[config.mk]
export PLATFORM = sky130hd
export DESIGN_NAME = pad_oe_sequencer
export DESIGN_NICKNAME = d
export VERILOG_FILES = /design/src/rtl/pad_oe_sequencer.sv
export SDC_FILE = /design/constraint.sdc
export NUM_CORES = 1
export LEC_CHECK = 0
export CAP_MARGIN = 20
export CORE_MARGIN = 8
export CORE_UTILIZATION = 30
export DETAILED_ROUTE_END_ITERATION = 8
export SLEW_MARGIN = 25
export SYNTH_ARGS = -nofsm -noshare
export SYNTH_HDL_FRONTEND = slang
export SYNTH_SLANG_ARGS = --single-unit
[constraint.sdc]
create_clock -name clock -period 2.7 [get_ports clock]
set_input_delay 0.27 -clock clock [delete_from_list [all_inputs] [get_ports clock]]
set_output_delay 0.27 -clock clock [all_outputs]
set_load 0.01 [all_outputs]
[src/rtl/pad_oe_sequencer.sv]
// Pad output-enable sequencer: ramps per-group OE up/down one group at a time with a programmable gap.
// Optional sticky error output for ignored requests is enabled by defining PAD_OE_SEQ_ERR_EN.
module pad_oe_sequencer #(
  parameter int NUM_GROUPS = 8,
  parameter int GAP_W      = 8
) (
  input  logic                  clock,
  input  logic                  reset,
  input  logic                  start,
  input  logic                  stop,
  input  logic [NUM_GROUPS-1:0] group_mask,
  input  logic [GAP_W-1:0]      gap_cycles,
  output logic [NUM_GROUPS-1:0] oe,
  output logic                  busy,
  output logic                  done
`ifdef PAD_OE_SEQ_ERR_EN
  ,
  output logic                  err
`endif
);

  typedef enum logic [1:0] {
    S_OFF       = 2'd0,
    S_RAMP_UP   = 2'd1,
    S_ON        = 2'd2,
    S_RAMP_DOWN = 2'd3
  } state_e;

  state_e                  state_q, state_d;
  logic [NUM_GROUPS-1:0]   mask_q, mask_d;
  logic [NUM_GROUPS-1:0]   oe_q, oe_d;
  logic [GAP_W-1:0]        gap_q, gap_d;
  logic [GAP_W-1:0]        cnt_q, cnt_d;
  logic                    busy_q, busy_d;
  logic                    done_q, done_d;
  logic [NUM_GROUPS-1:0]   remaining;

  function automatic logic [NUM_GROUPS-1:0] lowest_bit(input logic [NUM_GROUPS-1:0] v);
    return v & (~v + 1'b1);
  endfunction

  function automatic logic [NUM_GROUPS-1:0] highest_bit(input logic [NUM_GROUPS-1:0] v);
    logic [NUM_GROUPS-1:0] r;
    r = '0;
    for (int i = 0; i < NUM_GROUPS; i++) begin
      if (v[i]) begin
        r    = '0;
        r[i] = 1'b1;
      end
    end
    return r;
  endfunction

  always_comb begin
    state_d   = state_q;
    mask_d    = mask_q;
    oe_d      = oe_q;
    gap_d     = gap_q;
    cnt_d     = cnt_q;
    busy_d    = 1'b0;
    done_d    = 1'b0;
    remaining = mask_q & ~oe_q;

    // The first OE step is taken on the accepting edge itself so it shows up at A+1.
    case (state_q)
      S_OFF: begin
        if (start && !stop) begin
          mask_d = group_mask;
          gap_d  = gap_cycles;
          cnt_d  = gap_cycles;
          if (group_mask == '0) begin
            state_d = S_ON;
            done_d  = 1'b1;
          end else begin
            oe_d    = oe_q | lowest_bit(group_mask);
            state_d = S_RAMP_UP;
            busy_d  = 1'b1;
          end
        end
      end

      S_RAMP_UP, S_ON: begin
        if (stop) begin
          gap_d = gap_cycles;
          cnt_d = gap_cycles;
          if (oe_q == '0) begin
            state_d = S_OFF;
            done_d  = 1'b1;
          end else begin
            oe_d    = oe_q & ~highest_bit(oe_q);
            state_d = S_RAMP_DOWN;
            busy_d  = 1'b1;
          end
        end else if (state_q == S_RAMP_UP) begin
          if (remaining == '0) begin
            state_d = S_ON;
            done_d  = 1'b1;
          end else begin
            busy_d = 1'b1;
            if (cnt_q == '0) begin
              oe_d  = oe_q | lowest_bit(remaining);
              cnt_d = gap_q;
            end else begin
              cnt_d = cnt_q - 1'b1;
            end
          end
        end
      end

      S_RAMP_DOWN: begin
        if (oe_q == '0) begin
          state_d = S_OFF;
          done_d  = 1'b1;
        end else begin
          busy_d = 1'b1;
          if (cnt_q == '0) begin
            oe_d  = oe_q & ~highest_bit(oe_q);
            cnt_d = gap_q;
          end else begin
            cnt_d = cnt_q - 1'b1;
          end
        end
      end

      default: state_d = S_OFF;
    endcase
  end

  always_ff @(posedge clock or negedge reset) begin
    if (!reset) begin
      state_q <= S_OFF;
      mask_q  <= '0;
      oe_q    <= '0;
      gap_q   <= '0;
      cnt_q   <= '0;
      busy_q  <= 1'b0;
      done_q  <= 1'b0;
    end else begin
      state_q <= state_d;
      mask_q  <= mask_d;
      oe_q    <= oe_d;
      gap_q   <= gap_d;
      cnt_q   <= cnt_d;
      busy_q  <= busy_d;
      done_q  <= done_d;
    end
  end

  assign oe   = oe_q;
  assign busy = busy_q;
  assign done = done_q;

`ifdef PAD_OE_SEQ_ERR_EN
  logic err_q;
  logic ignored;

  assign ignored = (start && (state_q != S_OFF)) ||
                   (stop && ((state_q == S_OFF) || (state_q == S_RAMP_DOWN)));

  always_ff @(posedge clock or negedge reset) begin
    if (!reset) begin
      err_q <= 1'b0;
    end else begin
      err_q <= err_q | ignored;
    end
  end

  assign err = err_q;
`endif

endmodule

==> flow_metrics.py <==
metrics = {
    "yosys": {
        "synthArstFlopShare_pct": 100,
        "yosys.cell_types.count": 60,
        "synthMostInstantiatedCell": "dfrtp_1",
        "synth_edf_count": 0,
        "ys_top_cells_by_area": "dfrtp_1, mux2_2, o21ai_0",
        "syn_area_um2": 2370,
        "synth_commonest_cells": "dfrtp_1, mux2_2, o21ai_0",
        "ys_seq_area_share_pct": 38.0,
        "synthCells": 247,
        "synth_top_cell_area_share_pct": 38.0,
        "synth_ff_type": "dfrtp_1",
        "synth_largest_area_cell": "dfrtp_1",
        "ys_seq_elements": 36,
        "syn_nets": 273,
        "syn_avg_cell_area_um2": 9.61,
        "ys_warn_count": 0,
    },
    "power": {
        "power_mw": 3.62,
        "leakage_nw": 1.21,
        "power_density_nw_per_um2": 1240,
        "max-vdd-ir-drop_uv": 302,
    },
    "clocking": {
        "tritoncts": "done",
        "clk_pin_slew_worst_paths_ns": 0.09,
        "worstSkewPairLatency_ns": 0.30,
        "cts_buffers": 5,
        "cts_hold_buf": 0,
        "postCtsSetupRepairBufs": 0,
        "htree_levels": 2,
        "cts_sinks": 36,
        "clockRootBuffer": "clkbuf_8",
        "cts_resized": 0,
        "clock_path_buffers": 2,
    },
    "critical_path": {
        "r2r_setup_slack_ns": 0.33,
        "cp-start-kind": "flop",
        "critPathCaptureType": "flop",
        "crit_arrival_ns": 2.57,
        "critPathMaxStageDelay_ns": 0.45,
        "r2r_start": "cnt_q[0]",
        "regToRegEndpoint": "oe[5]",
        "required_ns": 2.90,
        "path_max_fanout": 8,
        "critPathKind": "reg -> reg",
        "slowest_stage": "or3b_1",
        "r2r_cells": 7,
        "cp_cell_sequence": "inv_1, ha_1, or3b_1, or2_1, a21oi_4, o21ai_4, o31ai_1",
    },
    "cells_and_area": {
        "finalNetCount": 310,
        "areaGrowthSynthToFinish_pct": 23.1,
        "antenna_cells": 0,
        "drive_gt1_share_pct": 16.5,
    },
    "timing": {
        "setup-tns-final_ns": 0,
        "period_minus_slack_ns": 2.37,
        "fmax_ghz": 0.423,
        "whs_ns": 0.0763,
        "final_hold_viol_count": 0,
        "slew_viol_final": 0,
        "slew_headroom_pct": 43.2,
        "grt_setup_unrepaired": "false",
        "timing.final.crit_share_pct": 87.6,
        "setup_viol": 0,
        "fin_skew_ns": 0.0161,
        "tightest_slew_ns": 0.851,
    },
    "place": {
        "gp_congestion": 0.855,
        "port_buffers": 29,
        "dp.final_hpwl_um": 4600,
    },
    "floorplanning": {
        "start_util_pct": 30.9,
        "die_area_um2": 11000,
        "die_y_um": 105,
        "core_um2": 7690,
        "io_pins": 30,
        "num_rows": 32,
        "fp.dieW_um": 105,
    },
    "global_route": {
        "gr-total-overflow": 0,
        "antenna_found_initial": 0,
        "grt_pass1_wl_um": 10700,
        "first_global_vias": 2123,
        "grtUsageTotal_pct": 11.8,
        "grt_max_degree": 37,
    },
    "drt": {
        "vias_per_cell": 5.38,
        "drtIter0Drc": 117,
        "via_count": 2082,
        "drcViolationCount": 0,
        "dr.pass1.iters": 4,
        "wire_per_inst_um": 16.1,
        "wl_um": 6240,
        "ant_nets": 0,
    },
    "outcome": {
        "status": "complete, no violations",
    },
    "flow_run": {
        "max-cap-violations": 0,
    },
    "hold_path": {
        "hold_path_class": "in -> async",
    },
}
## through the flow
step                setup slack (ns)  std cells  util [%]  instance area (um2)
global placement               0.317        379      36.6                 2810
global route                   0.175        387      38.0                 2920
detailed placement             0.328        379      36.6                 2810
floorplan                      0.497        247         -                 2370
finish                         0.334        387      38.0                 2920
CTS                            0.331        387      38.0                 2920
## where the power goes
part	total (mW)	switching, mW	internal, mW
combinational	2.12	1.17	0.955
clock	0.489	0.216	0.274
sequential	1.01	0.220	0.790
total	3.62	1.60	2.02
## critical path: cells and delay by family (launching register included)
family | cells | cell delay (ns)
adder cells (fa/ha/maj) | 1 | 0.14
flip-flops | 1 | 0.43
AO/OA/AOI/OAI | 3 | 0.71
AND/OR/NAND/NOR | 2 | 0.88
buffers and inverters | 1 | 0.10
## flip-flops by register name, indices dropped and copies added, names as in the netlist
name	count
done	1
mask_q	8
cnt_q	8
busy	1
state_q	2
gap_q	8
oe	8
## how the worst max path moves through the flow
stage | start | endpoint | cells after the start
2_1_floorplan | state_q[0] | cnt_q[1] | 9
5_1_grt | state_q[0] | cnt_q[5] | 7
6_report | cnt_q[0] | oe[5] | 7
3_5_place_dp | stop | cnt_q[4] | 6
3_3_place_gp | stop | cnt_q[4] | 6
4_1_cts | cnt_q[0] | oe[5] | 7
## cells by family after synthesis
logic type      count (synthesis)  share of synthesized area (%)
simple gates                   81                           19.0
compound gates                 72                           22.0
flops                          36                           38.0
mux                            28                           13.1
buf+inv                        21                           3.74
fa+ha+maj                       6                           3.16
xor+xnor                        3                           1.11
## cell usage in the layout (no fill, tap or decap), types with 3 or more instances in the layout
cell	instances
a21oi_1	12
a31oi_1	6
buf_4	8
clkbuf_8	5
clkdlybuf4s50_1	28
dfrtp_1	36
ha_1	6
inv_1	13
mux2_1	4
mux2_2	20
mux2i_1	4
nand2_1	15
nand2b_1	8
nand3_1	8
nor2_1	15
nor2b_1	5
nor3_1	5
o211ai_1	3
o21ai_0	17
o21ai_1	4
o31ai_1	6
## layout make-up
class | instances | area [um2]
inverters | 14 | 52.6
flip-flops and latches | 36 | 901
well taps | 102 | 128
multi-input cells | 190 | 1380
clock buffers | 5 | 68.8
repair buffers | 37 | 345
fillers | 800 | 4770
clock inverters | 3 | 42.5
## per-layer routing
layer  global-route usage (%)  wire length [um]  up-vias
met4                     4.38                76        0
met5                        0                 0        -
met3                     2.76               255        6
met2                     19.3              3070       45
li1                         -                 -      996
met1                     14.7              2840     1035
No activity file was read; power rests on OpenSTA's default activity.
